$ cat config.mk
export PLATFORM = sky130hd
export DESIGN_NAME = alu_result_stage
export DESIGN_NICKNAME = d
export VERILOG_FILES = /design/src/rtl/alu_result_stage.sv
export SDC_FILE = /design/constraint.sdc
export NUM_CORES = 1
export LEC_CHECK = 0
export ABC_AREA = 0
export BUFFER_PORTS_ARGS = -buffer_cell sky130_fd_sc_hd__buf_2
export CORE_ASPECT_RATIO = 1.4
export CORE_MARGIN = 2
export CORE_UTILIZATION = 35
export CTS_CLUSTER_SIZE = 8
export DETAILED_ROUTE_END_ITERATION = 12
export PLACE_DENSITY = 0.57
export SYNTH_ARGS = -nofsm -noshare
export SYNTH_HDL_FRONTEND = slang
export SYNTH_SLANG_ARGS = --single-unit
$ cat constraint.sdc
create_clock -name clk -period 2.5 [get_ports clk]
set_input_delay 0.25 -clock clk [delete_from_list [all_inputs] [get_ports clk]]
set_output_delay 0.25 -clock clk [all_outputs]
set_load 0.02 [all_outputs]
$ cat src/rtl/alu_result_stage.sv
// alu_result_stage: buffers ALU results in a small in-order FIFO.
// It also owns the architectural HI/LO registers and serves mfhi/mflo.
//
// Ports:
//   clk, rst_n          clock, async active-low reset
//   in_valid/in_ready   upstream handshake
//   in_opcode, in_c     ALU opcode and primary result
//   in_hi, in_lo        ALU HI/LO result (mult/multu/div/divu)
//   in_zon              ALU flags {zero, overflow, negative}
//   out_valid/out_ready downstream handshake
//   out_opcode/data/zon head entry of the result buffer
//   hi_q, lo_q          architectural HI/LO registers
//   clr_sticky          clear request for the sticky overflow flag
//   ovf_sticky          sticky overflow flag
//
// Build option: define STICKY_OVF_EN to add the sticky overflow flag.
// Without it ovf_sticky is tied low and clr_sticky is ignored.

module alu_result_stage #(
    parameter int unsigned DEPTH   = 2,
    parameter logic [5:0]  OP_MFHI = 6'b010101,
    parameter logic [5:0]  OP_MFLO = 6'b010110
) (
    input  logic        clk,
    input  logic        rst_n,
    input  logic        in_valid,
    output logic        in_ready,
    input  logic [5:0]  in_opcode,
    input  logic [31:0] in_c,
    input  logic [31:0] in_hi,
    input  logic [31:0] in_lo,
    input  logic [2:0]  in_zon,
    output logic        out_valid,
    input  logic        out_ready,
    output logic [5:0]  out_opcode,
    output logic [31:0] out_data,
    output logic [2:0]  out_zon,
    output logic [31:0] hi_q,
    output logic [31:0] lo_q,
    input  logic        clr_sticky,
    output logic        ovf_sticky
);

    localparam int unsigned AW = (DEPTH > 1) ? $clog2(DEPTH) : 1;
    localparam int unsigned CW = $clog2(DEPTH) + 1;

    localparam logic [AW-1:0] PTR_ONE  = AW'(1);
    localparam logic [AW-1:0] PTR_LAST = AW'(DEPTH - 1);
    localparam logic [CW-1:0] CNT_ONE  = CW'(1);
    localparam logic [CW-1:0] CNT_FULL = CW'(DEPTH);

    localparam logic [5:0] OP_MULT  = 6'b000111;
    localparam logic [5:0] OP_MULTU = 6'b001000;
    localparam logic [5:0] OP_DIV   = 6'b001001;
    localparam logic [5:0] OP_DIVU  = 6'b001010;

    // Result buffer storage; the head entry drives the outputs directly.
    logic [5:0]    r_op_mem   [DEPTH];
    logic [31:0]   r_data_mem [DEPTH];
    logic [2:0]    r_zon_mem  [DEPTH];

    logic [AW-1:0] r_wr_ptr;
    logic [AW-1:0] r_rd_ptr;
    logic [CW-1:0] r_count;

    logic [31:0]   r_hi;
    logic [31:0]   r_lo;

    logic          w_full;
    logic          w_empty;
    logic          w_push;
    logic          w_pop;
    logic [AW-1:0] w_wr_nxt;
    logic [AW-1:0] w_rd_nxt;

    logic          w_is_muldiv;
    logic          w_is_mfhi;
    logic          w_is_mflo;
    logic [31:0]   w_st_data;
    logic [2:0]    w_st_zon;

    // ------------------------------------------------------------
    // Handshake
    // ------------------------------------------------------------
    assign w_full  = (r_count == CNT_FULL);
    assign w_empty = (r_count == '0);

    // A pop in the same cycle frees the slot a full buffer needs.
    // Holding in_ready low during reset blocks any accept there.
    assign in_ready = rst_n && (!w_full || out_ready);

    assign w_push = in_valid && in_ready;
    assign w_pop  = !w_empty && out_ready;

    // Explicit wrap keeps the pointers correct for any DEPTH.
    assign w_wr_nxt = (r_wr_ptr == PTR_LAST) ? '0 : r_wr_ptr + PTR_ONE;
    assign w_rd_nxt = (r_rd_ptr == PTR_LAST) ? '0 : r_rd_ptr + PTR_ONE;

    // ------------------------------------------------------------
    // Opcode decode and stored-result selection
    // ------------------------------------------------------------
    assign w_is_muldiv = (in_opcode == OP_MULT)  ||
                         (in_opcode == OP_MULTU) ||
                         (in_opcode == OP_DIV)   ||
                         (in_opcode == OP_DIVU);
    assign w_is_mfhi   = (in_opcode == OP_MFHI);
    assign w_is_mflo   = (in_opcode == OP_MFLO);

    always_comb begin
        w_st_data = in_c;
        w_st_zon  = in_zon;
        unique case (1'b1)
            w_is_muldiv: begin
                w_st_data = in_lo;
            end
            // mfhi/mflo read the register value before this edge;
            // the ALU flags are meaningless here so they are rebuilt.
            w_is_mfhi: begin
                w_st_data = r_hi;
                w_st_zon  = {(r_hi == 32'd0), 1'b0, r_hi[31]};
            end
            w_is_mflo: begin
                w_st_data = r_lo;
                w_st_zon  = {(r_lo == 32'd0), 1'b0, r_lo[31]};
            end
            default: begin
                w_st_data = in_c;
                w_st_zon  = in_zon;
            end
        endcase
    end

    // ------------------------------------------------------------
    // FIFO storage and pointers
    // ------------------------------------------------------------
    always_ff @(posedge clk or negedge rst_n) begin
        if (!rst_n) begin
            for (int i = 0; i < int'(DEPTH); i++) begin
                r_op_mem[i]   <= '0;
                r_data_mem[i] <= '0;
                r_zon_mem[i]  <= '0;
            end
        end else if (w_push) begin
            r_op_mem[r_wr_ptr]   <= in_opcode;
            r_data_mem[r_wr_ptr] <= w_st_data;
            r_zon_mem[r_wr_ptr]  <= w_st_zon;
        end
    end

    always_ff @(posedge clk or negedge rst_n) begin
        if (!rst_n) begin
            r_wr_ptr <= '0;
            r_rd_ptr <= '0;
        end else begin
            if (w_push) begin
                r_wr_ptr <= w_wr_nxt;
            end
            if (w_pop) begin
                r_rd_ptr <= w_rd_nxt;
            end
        end
    end

    always_ff @(posedge clk or negedge rst_n) begin
        if (!rst_n) begin
            r_count <= '0;
        end else begin
            unique case ({w_push, w_pop})
                2'b10:   r_count <= r_count + CNT_ONE;
                2'b01:   r_count <= r_count - CNT_ONE;
                default: r_count <= r_count;
            endcase
        end
    end

    // ------------------------------------------------------------
    // Architectural HI/LO: updated on accept, not on delivery
    // ------------------------------------------------------------
    always_ff @(posedge clk or negedge rst_n) begin
        if (!rst_n) begin
            r_hi <= '0;
            r_lo <= '0;
        end else if (w_push && w_is_muldiv) begin
            r_hi <= in_hi;
            r_lo <= in_lo;
        end
    end

    // ------------------------------------------------------------
    // Sticky overflow
    // ------------------------------------------------------------
`ifdef STICKY_OVF_EN
    logic r_ovf_sticky;

    // A new overflow entry wins over a clear in the same cycle.
    always_ff @(posedge clk or negedge rst_n) begin
        if (!rst_n) begin
            r_ovf_sticky <= 1'b0;
        end else if (w_push && w_st_zon[1]) begin
            r_ovf_sticky <= 1'b1;
        end else if (clr_sticky) begin
            r_ovf_sticky <= 1'b0;
        end
    end

    assign ovf_sticky = r_ovf_sticky;
`else
    logic w_unused_clr;

    assign w_unused_clr = clr_sticky;
    assign ovf_sticky   = 1'b0;
`endif

    // ------------------------------------------------------------
    // Outputs
    // ------------------------------------------------------------
    assign out_valid  = !w_empty;
    assign out_opcode = r_op_mem[r_rd_ptr];
    assign out_data   = r_data_mem[r_rd_ptr];
    assign out_zon    = r_zon_mem[r_rd_ptr];
    assign hi_q       = r_hi;
    assign lo_q       = r_lo;

endmodule

After elaboration in Yosys (flattened, before gate mapping)
Index checks and enable logic that the tools add are counted.
- output and inout port bits: 108
- input port bits: 110
- logic and storage cells: 67
- flip-flop bits (word level): 150
- $add $sub $neg: 4
- equality and inequality tests: 9
- bitwise gates (word level): 2
- reductions and logical operators: 15
- multiplexer cells: 23
- magnitude comparators: 3
- operators by type and width (cell ; count):
    32-bit 2-to-1 mux ; 4
    32-bit case mux with 3 select lines ; 1
    64-bit bitwise mux ; 1
    32-bit zero test ; 2
    32-bit demux with 1-bit select ; 1
    6-bit 2-to-1 mux ; 4
    6-bit by 4-bit equality test with 1-bit output (second input constant) ; 3
    12-bit bitwise mux ; 1
    6-bit by 5-bit equality test with 1-bit output (second input constant) ; 2
    3-bit 2-to-1 mux ; 4
    6-bit bitwise mux ; 1
    6-bit demux with 1-bit select ; 1
    6-bit by 3-bit equality test with 1-bit output (second input constant) ; 1
    3-bit case mux with 2 select lines ; 1
    1-bit logical AND ; 5
    2-bit equality test (second input constant) ; 2
    2-bit >= comparator (second input constant) ; 2
    1-bit logical OR ; 4
    1-bit NOT with 2-bit output ; 2
    2-bit case mux with 2 select lines ; 1
    3-bit demux with 1-bit select ; 1
    1-bit adder (second input constant) ; 2
    2-bit by 1-bit adder with 2-bit output (second input constant) ; 1
    2-bit by 1-bit equality test with 1-bit output (second input constant) ; 1
    6 further kinds ; 8

Longest topological paths before layout
Gate-level depths: netlist (run 1).
- depth in word-level cells: 7
- mapped depth: 7
- mapped depth without buffers: 6

Worst setup path before layout (run 1)
Ideal clock, no wire load.
- path type: reg2reg
- start: register r_count[1]
- end: register r_hi[0], in the netlist hi_q[0]
- slack: 0.732 ns
- cell stages (with the launch flop): 7
- buffers on the path: 2
- setup time: 0.125 ns
- data required time: 2.375 ns
- clock period less this slack: 1.768 ns
- arrival time: 1.643 ns
- cell sequence: dfrtp_1 > or3b_1 > nand3_2 > or3_4 > buf_12 > buf_12 > mux2_4
- word-level cells in the longest chain between the ends: 6
- RTL lines (what ; line ; source):
    start, declared ; 64 ; logic [CW-1:0] r_count;
    start signal, assigned ; 169 ; 2'b10: r_count <= r_count + CNT_ONE;
    start signal, assigned ; 170 ; 2'b01: r_count <= r_count - CNT_ONE;
    start signal, assigned ; 171 ; default: r_count <= r_count;
    2-bit equality test ; 85 ; assign w_full = (r_count == CNT_FULL);
    1-bit zero test ; 90 ; assign in_ready = rst_n && (!w_full || out_ready);
    1-bit logical OR ; 90 ;
    1-bit logical AND ; 90 ;
    1-bit logical AND ; 92 ; assign w_push = in_valid && in_ready;
    1-bit logical AND ; 183 ; end else if (w_push && w_is_muldiv) begin
    end signal, assigned ; 184 ; r_hi <= in_hi;
    end, declared ; 66 ; logic [31:0] r_hi;
Every way passes these cells.
A chain may end at the register's enable or synchronous reset.

Worst setup path in the final report (run 1)
- start: register r_count[0]
- end: register r_data_mem[22] in the netlist's numbering
- word-level cells in the longest chain between the ends: 5
- RTL lines (what ; line ; source):
    2-bit equality test ; 85 ;
    1-bit zero test ; 90 ;
    1-bit logical OR ; 90 ;
    1-bit logical AND ; 90 ;
    1-bit logical AND ; 92 ;
    end signal, assigned by index ; 145 ; r_data_mem[r_wr_ptr] <= w_st_data;
    end, declared ; 59 ; logic [31:0] r_data_mem [DEPTH];
Every way passes these cells.

==> results of run 1 <==
[worst reg2reg max path: cells and delay by family, from the launching register on]
family / cells / cell delay, ns
flops: 1 / 0.44
simple gates: 3 / 1.10
compound gates: 1 / 0.15
buf+inv: 1 / 0.29
[through the flow]
step | cell area [um^2] | cells | worst slack [ns] | util [%] | hold WS, ns
after global placement | 9080 | 1145 | 0.463 | 41.7 | 0.0748
final | 9710 | 1181 | 0.441 | 44.6 | 0.0485
after global routing | 9710 | 1181 | 0.253 | 44.6 | 0.0218
after floorplan | 7730 | 681 | 0.732 | - | -0.0456
after detailed placement | 9080 | 1145 | 0.444 | 41.7 | 0.0771
after CTS | 9700 | 1178 | 0.462 | 44.5 | 0.0240
[path summary, 6_finish.rpt]
path / cells after the start / to / startpoint / slack (ns)
min in group asynchronous: 2 / r_zon_mem[0] / rst_n / 0.24
max in group asynchronous: 3 / r_op_mem[4] / rst_n / 1.20
max: 5 / r_data_mem[22] / r_count[0] / 0.44
max reg2reg: 5 / r_data_mem[22] / r_count[0] / 0.44
min: 2 / hi_q[6] / in_hi[6] / 0.05
min reg2reg: 1 / r_count[1] / r_count[1] / 0.49
[per-layer routing]
layer	wire length [um]	track usage, %
met1	10400	27.2
met2	11700	33.5
met3	1060	4.08
met4	523	7.44
met5	0	0
[cell families after synthesis]
family,after synthesis
multiplexers,116
other,1
XOR/XNOR,5
AO/OA/AOI/OAI,138
adder cells (fa/ha/maj),1
buffers and inverters,96
AND/OR/NAND/NOR,174
flip-flops,150
[final cells by class]
| class | count | area share (%) |
|---|---|---|
| Inverter | 34 | 1.31 |
| Tap cell | 297 | 3.83 |
| Multi-Input combinational cell | 435 | 36.4 |
| Sequential cell | 150 | 38.7 |
| Timing Repair Buffer | 230 | 13.4 |
| Antenna cell | 3 | 0.0773 |
| Clock inverter | 13 | 1.77 |
| Clock buffer | 19 | 4.56 |
[placed cells by master (no fill, tap or decap), types with 31 or more instances in the layout]
master    synthesis  final
nand3_1          64     64
a31oi_1          66     66
mux2_2           56     56
nor2_1           70     70
o211ai_1         32     32
dfrtp_1         150    149
mux2_4           60     60
inv_1            34     34
buf_2            12    214
o311a_1          31     31
[cell usage after synthesis, types with 2 or more instances]
cell type,instances
nor2b_1,3
nand3_1,64
a32oi_1,2
clkbuf_1,37
and4_1,4
or2_2,2
xnor2_1,3
o21ai_0,3
mux2_4,60
nor4_1,16
buf_12,7
mux2_2,56
o311a_1,31
o211ai_1,32
and2_1,2
nand2_1,3
a41oi_1,2
dfrtp_1,150
xor2_1,2
buf_2,12
inv_1,34
buf_1,5
a31oi_1,66
nor2_1,70
[sequential cells by signal (all words and copies together), names as in the netlist]
signal and count:
hi_q 32, r_wr_ptr 1, r_rd_ptr 1, r_data_mem 64, r_zon_mem 6, r_op_mem 12, r_count 2, lo_q 32
[power by group]
group | total, mW | switching, mW | internal (mW) | leakage [nW]
clock network | 2.66 | 1.05 | 1.61 | 0.294
logic | 4.43 | 2.44 | 1.99 | 2.47
registers | 4.11 | 0.721 | 3.39 | 1.79
==> impl_metrics.py, run 1 <==
metrics = {
    "status": {
        "status": "completed",
    },
    "yosys": {
        "synth_fa_ha_area_share_pct": 0.162,
        "syn_nets": 792,
        "yosys_warnings": 0,
        "yosysTopAreaCell": "dfrtp_1",
        "ys_ff_latch": 150,
        "yosysSeqAreaShare_pct": 48.5,
        "ys_types": 39,
        "async_reset_ff_share_pct": 100,
        "yosysTopAreaCellShare_pct": 48.5,
        "synth_compound_area_share_pct": 13.2,
        "synth-simple-area-share_pct": 11.3,
        "synth-xor-area-share_pct": 0.566,
        "synth_ff_type": "dfrtp_1",
        "synth_edf_count": 0,
        "syn_area_um2": 7730,
        "synth_top_family_by_area": "multiplexers",
        "synthMuxAreaShare_pct": 19.8,
        "synthTopCellsByArea": "dfrtp_1 (49%), mux2_4 (12%), mux2_2 (8.2%), a31oi_1 (5.3%), nand3_1 (4.1%)",
        "syn_area_per_cell_um2": 11.4,
        "syn_inst": 681,
    },
    "placed_design": {
        "gp_congestion": 0.849,
        "port_buffers": 215,
        "dp_hpwl_um": 16400,
    },
    "sta": {
        "skew_ns": 0.00864,
        "hold_viol": 0,
        "period_needed_ns": 2.06,
        "rsz0062_at_grt": "no",
        "tightest_slew_ns": 1.13,
        "slew_headroom_pct": 24.4,
        "max_freq_mhz": 486,
        "setup_violations": 0,
        "setup_tns_ns": 0,
        "fin_crit_sh_pct": 82.3,
        "drv_slew": 0,
    },
    "layout": {
        "register_area_um2": 3750,
        "drive_gt1_share_pct": 44.2,
        "nets": 979,
        "fill_cells": 2172,
        "area_growth_pct": 25.5,
        "multi_input_area_um2": 3530,
    },
    "pwr": {
        "ir_drop_mv": 0.605,
        "p_total_mw": 11.2,
        "leakagePower_nw": 4.56,
        "powerDensity_nw_per_um2": 1150,
    },
    "setup_path": {
        "path_buf_inv": 1,
        "path_max_fanout": 39,
        "worstPathRequired_ns": 2.84,
        "startpoint_type": "flip-flop",
        "crit_type": "flip-flop to flip-flop",
        "crit_path_end_kind": "flip-flop",
        "cp_cell_sequence": "or3b_1, and4_2, buf_12, nor2_1, a31oi_1",
        "crit_arrival_ns": 2.40,
        "crit_slowest_cell": "and4_2",
        "cpLargestDelayFamily": "simple AND/OR/NAND/NOR gates",
        "cp_slowest_stage_delay_ns": 0.84,
    },
    "die": {
        "dieArea_um2": 23300,
        "die_y_um": 180,
        "ios": 218,
        "initial_core_util_pct": 35.5,
        "die_w_um": 130,
        "core_um2": 21800,
        "num_rows": 64,
    },
    "clock_network": {
        "ctsHtreeMaxLevel": 4,
        "clk_path_buf_depth": 2,
        "cts_buffers": 17,
        "path_clk_slew_ns": 0.06,
        "hold_buffers": 1,
        "numClockSinks": 150,
        "cts_tree": "done",
        "clock_latency_ns": 0.43,
        "clock-root-buffer": "clkbuf_16",
        "cts_setup_buffers": 0,
        "cts_resized": 0,
    },
    "routing": {
        "wl_per_cell_um": 20.0,
        "dr.first_iter.drc_count": 372,
        "vias": 6110,
        "drc": 0,
        "drt.antenna.violating_nets": 0,
        "routed_wl_um": 23700,
        "drt_first_pass_iters": 5,
        "vias_per_cell": 5.17,
    },
    "job": {
        "drv_cap": 0,
    },
    "global_route": {
        "grt_pass1_vias": 6108,
        "grt_antenna_before_repair": 3,
        "grt_start_max_net_pins": 145,
        "overflow": 0,
        "grt_pass1_wl_um": 36300,
        "grt_use_total_pct": 20.6,
    },
    "worst_hold_path": {
        "min_path_type": "input port to flip-flop",
    },
}
No activity file was read; power rests on OpenSTA's default activity.
==> run 2, diff against run 1 <==
- PLACE_DENSITY: 0.57 -> 0.6
- clock period: 2.5 -> 1.7 ns (I/O delays scaled with it)
==> impl_metrics.py, run 2 (same netlist as run 1, synthesis figures left out) <==
metrics = {
    "routing": {
        "met3_length_um": 985,
        "route.met2.wl_um": 14100,
        "drt.antenna.violating_nets": 0,
        "routed_wl_um": 26800,
        "dr.first_iter.drc_count": 390,
        "drc": 0,
        "drt_first_pass_iters": 5,
        "vias_per_cell": 5.23,
        "wl_per_cell_um": 20.7,
        "vias": 6769,
        "dr.max_layer_used": "met4",
        "met1Wirelength_um": 10800,
    },
    "sta": {
        "setup_slack_ns": -0.126,
        "fin_crit_sh_pct": 107,
        "drv_slew": 0,
        "rsz0062_at_grt": "yes",
        "setup_violations": 104,
        "setup_tns_ns": -6.88,
        "hold_viol": 0,
        "skew_ns": 0.0156,
        "tightest_slew_ns": 0.755,
        "max_freq_mhz": 548,
        "period_needed_ns": 1.83,
        "slew_headroom_pct": 49.7,
    },
    "placed_design": {
        "port_buffers": 215,
        "gp_congestion": 0.781,
        "postPlaceCellArea_um2": 9420,
        "dp_hpwl_um": 18300,
        "place_ws_ns": -0.0936,
    },
    "layout": {
        "nets": 1093,
        "area_growth_pct": 45.0,
        "final_cell_mix": "buf_2 (181), dfrtp_1 (149), mux2_4 (87)",
        "final_common_cell": "buf_2",
        "drive_gt1_share_pct": 44.8,
        "postLayoutCoreUtil_pct": 51.5,
        "final_area_um2": 11200,
        "largest_register": "r_data_mem",
        "largest_reg_flops": 64,
    },
    "setup_path": {
        "cp_cell_sequence": "or3b_1, nand3_2, or3_4, buf_12, mux2_4",
        "crit_slowest_cell": "or3_4",
        "crit_arrival_ns": 2.13,
        "path_max_fanout": 20,
        "startpoint_type": "flip-flop",
        "crit_path_end_kind": "flip-flop",
        "worstPathRequired_ns": 2.01,
        "cp_slowest_stage_delay_ns": 0.50,
        "crit_type": "flip-flop to flip-flop",
    },
    "pwr": {
        "ir_drop_mv": 0.924,
        "leakagePower_nw": 5.33,
        "powerDensity_nw_per_um2": 1670,
        "p_total_mw": 18.8,
    },
    "status": {
        "status": "complete, but fails checks",
        "violations": "setup timing",
    },
    "global_route": {
        "grt_start_max_net_pins": 140,
        "grt_use_total_pct": 22.9,
        "grt_pass1_wl_um": 40300,
        "grt_pass1_vias": 6884,
        "overflow": 0,
        "grt_antenna_before_repair": 3,
    },
    "die": {
        "ios": 218,
        "num_rows": 64,
        "die_y_um": 180,
        "die_w_um": 130,
        "initial_core_util_pct": 35.5,
        "dieArea_um2": 23300,
        "core_um2": 21800,
    },
    "clock_network": {
        "cts_buffers": 17,
        "clock_latency_ns": 0.43,
        "clk_path_buf_depth": 2,
        "numClockSinks": 150,
        "cts_tree": "done",
        "ctsHtreeMaxLevel": 4,
        "path_clk_slew_ns": 0.06,
        "clock-root-buffer": "clkbuf_16",
    },
    "job": {
        "drv_cap": 0,
    },
    "worst_hold_path": {
        "min_path_type": "input port to flip-flop",
    },
}
[run 2: changes by cell type in the layout (fill, tap and decap cells not counted), moves of 7 or more]
cell	delta
buf_4	+41
dlygate4sd3_1	+64
mux2_2	-27
buf_2	-33
mux2_4	+27
buf_12	+7
buf_6	+31
[run 2: critical path, delay by kind of cell, from the launching register on]
kind | cells | cell delay, ns
and+or+nand+nor | 3 | 0.76
buffers and inverters | 1 | 0.22
muxes | 1 | 0.31
DFF | 1 | 0.38
[run 2: through the flow]
stage | cells | hold slack [ns]
floorplan | 681 | -0.126
global placement | 1185 | 0.274
detailed placement | 1185 | 0.276
CTS | 1291 | 0.000341
global route | 1295 | 0.0236
finish | 1295 | 0.0208
[run 2: layer usage]
metal / global-route usage, % / vias to the layer above
met5: 0 / -
met4: 9.03 / 0
met3: 3.54 / 43
met2: 40.8 / 224
met1: 27.3 / 3357
li1: - / 3145
[run 2: cell type report]
type / instances / area (um^2)
fill: 1977 / 10600
clock inverter: 13 / 194
tap: 297 / 372
inverter: 34 / 128
clock buffer: 19 / 443
sequential: 150 / 3750
timing repair buffer: 344 / 2660
antenna: 3 / 7.51
multi-input combinational: 435 / 3650
[run 2: final timing paths]
path / end / cells past startpoint / slack [ns] / start
setup / recovery: hi_q[3] / 5 / -0.13 / r_count[1]
hold / removal: r_op_mem[10] / 2 / 0.02 / in_opcode[4]
setup reg to reg: hi_q[3] / 5 / -0.13 / r_count[1]
hold reg to reg: r_op_mem[9] / 1 / 0.51 / r_op_mem[9]
max in group asynchronous: r_data_mem[15] / 3 / 0.54 / rst_n
min in group asynchronous: r_count[1] / 4 / 0.35 / rst_n
[run 2: what timing repair did]
action | 4_1_cts | 5_1_grt
gates resized for setup | 39 | 68
hold buffers | 65 | 0
endpoints found under the setup margin | 147 | 138
endpoints found under the hold margin | 214 | 0
setup buffers | 6 | 1
cloned | 3 | 2
pin swaps | 3 | 1
[run 2: where the power goes]
| part | switching [mW] | leakage (nW) | total (mW) | internal (mW) |
|---|---|---|---|---|
| Clock | 1.58 | 0.302 | 4.10 | 2.52 |
| Sequential | 1.03 | 1.79 | 6.02 | 4.99 |
| Combinational | 4.17 | 3.24 | 8.66 | 4.50 |
==> run 3, diff against run 2 <==
- BUFFER_PORTS_ARGS: -buffer_cell sky130_fd_sc_hd__buf_2 -> unset
- CORE_UTILIZATION: 35 -> 25
- DONT_BUFFER_PORTS: unset -> 1
- PLACE_DENSITY: 0.6 -> 0.4
==> impl_metrics.py, run 3 (same netlist as run 1, synthesis figures left out) <==
metrics = {
    "status": {
        "status": "complete, but fails checks",
        "violations": "hold timing, setup timing",
    },
    "routing": {
        "vias": 6410,
        "drt.antenna.violating_nets": 0,
        "wl_per_cell_um": 23.8,
        "drt_first_pass_iters": 7,
        "routed_wl_um": 30000,
        "dr.first_iter.drc_count": 281,
        "drc": 0,
        "vias_per_cell": 5.08,
    },
    "placed_design": {
        "dp.cells": 1104,
        "postPlaceCellArea_um2": 8730,
        "gp_congestion": 0.842,
        "port_buffers": 0,
        "dp_hpwl_um": 20200,
    },
    "sta": {
        "hold_ws_ns": -0.572,
        "drv_slew": 0,
        "max_freq_mhz": 558,
        "setup_violations": 98,
        "hold_viol": 150,
        "fin_crit_sh_pct": 105,
        "period_needed_ns": 1.79,
        "skew_ns": 0.00948,
        "rsz0062_at_grt": "yes",
        "setup_tns_ns": -4.88,
        "setup_slack_ns": -0.0920,
    },
    "global_route": {
        "overflow": 0,
        "grt_use_total_pct": 17.5,
        "grt_pass1_vias": 6611,
        "grt_pass1_wl_um": 41900,
        "grt_antenna_before_repair": 1,
        "grt_start_max_net_pins": 154,
    },
    "pwr": {
        "powerDensity_nw_per_um2": 1650,
        "leakagePower_nw": 4.94,
        "p_total_mw": 18.3,
        "ir_drop_mv": 0.687,
    },
    "setup_path": {
        "path_max_fanout": 33,
        "cp_slowest_stage_delay_ns": 0.40,
        "path_buf_inv": 1,
        "cpLargestDelayFamily": "simple AND/OR/NAND/NOR gates",
        "crit_path_end_kind": "flip-flop",
        "cp_cell_sequence": "or3b_1, nand3_2, or3_4, buf_16, mux2_2",
        "crit_type": "flip-flop to flip-flop",
        "startpoint_type": "flip-flop",
        "crit_slowest_cell": "or3b_1",
        "worstPathRequired_ns": 2.03,
        "crit_arrival_ns": 2.12,
        "r2r_slack_ns": -0.09,
    },
    "die": {
        "die_y_um": 212,
        "die_w_um": 153,
        "num_rows": 76,
        "ios": 218,
        "initial_core_util_pct": 25.3,
        "core_um2": 30600,
        "dieArea_um2": 32400,
    },
    "clock_network": {
        "clock-root-buffer": "clkbuf_16",
        "clock_latency_ns": 0.44,
        "path_clk_slew_ns": 0.06,
        "ctsHtreeMaxLevel": 4,
        "hold_buffers": 107,
        "clk_path_buf_depth": 2,
        "numClockSinks": 150,
        "cts_buffers": 17,
        "cts_tree": "done",
    },
    "layout": {
        "nets": 971,
        "final_area_um2": 11100,
        "drive_gt1_share_pct": 32.4,
        "final_common_cell": "dfrtp_1",
        "largest_register": "r_data_mem",
        "largest_reg_flops": 64,
        "final_cells": 1261,
        "final_cell_mix": "dfrtp_1 (149), dlygate4sd3_1 (107), mux2_4 (106)",
        "area_growth_pct": 43.3,
        "postLayoutCoreUtil_pct": 36.2,
    },
    "worst_hold_path": {
        "min_path_type": "input port to async pin",
    },
    "job": {
        "drv_cap": 0,
    },
}
==> run 3: cell types whose count changed in the layout (fill, tap and decap cells not counted), sizes merged <==
| cell | before | now |
|---|---|---|
| diode | 3 | 1 |
| clkbuf | 21 | 27 |
| dlygate4sd3 | 65 | 107 |
| inv | 37 | 34 |
| buf | 277 | 107 |
| clkinvlp | 3 | 2 |
| bufinv | 4 | 5 |
==> run 3: final timing paths <==
kind	cells after the start	to	from
min in group clk	3	r_data_mem[32]	in_lo[0]
hold reg to reg	1	r_op_mem[5]	r_op_mem[5]
setup reg to reg	5	hi_q[31]	r_count[0]
setup / recovery	5	hi_q[31]	r_count[0]
hold / removal	0	r_op_mem[10]	rst_n
max in group asynchronous	0	hi_q[19]	rst_n
==> run 3: through the flow <==
step                hold slack, ns  setup slack [ns]
CTS                         -0.606            -0.105
finish                      -0.572           -0.0920
detailed placement          -0.120            -0.265
global placement            -0.118            -0.229
floorplan                   -0.126           -0.0330
global route                -0.601            -0.158
==> run 3: metal layers <==
metal | routed length, um | part of all wire, % | track usage [%] | vias to the layer above
met5 | 0 | 0 | 0 | -
met4 | 1610 | 5.4 | 9.42 | 0
met3 | 1880 | 6.3 | 5.71 | 72
met2 | 14800 | 49 | 28.7 | 281
met1 | 11800 | 39 | 20.3 | 3167
li1 | - | - | - | 2890
==> run 3: layout make-up <==
class | instances | area (um^2)
Antenna cell | 1 | 2.50
Timing Repair Buffer | 222 | 2300
Clock buffer | 19 | 443
Fill cell | 3028 | 19500
Inverter | 34 | 128
Sequential cell | 150 | 3750
Clock inverter | 10 | 180
Multi-Input combinational cell | 435 | 3790
Tap cell | 390 | 488
==> run 3: repair_timing <==
action                                  CTS  global route
endpoints found under the setup margin  143           176
pin swaps                                 1             5
resized for setup                        19            63
hold endpoints to repair                298           150
setup buffers                             1             6
gates cloned                              1            12
==> run 3: report_power, final <==
part / leakage, nW / internal [mW] / switching (mW) / total, mW
combinational: 2.85 / 4.01 / 4.22 / 8.23
sequential: 1.79 / 4.99 / 0.902 / 5.89
clock: 0.301 / 2.61 / 1.55 / 4.16
total: 4.94 / 11.6 / 6.67 / 18.3
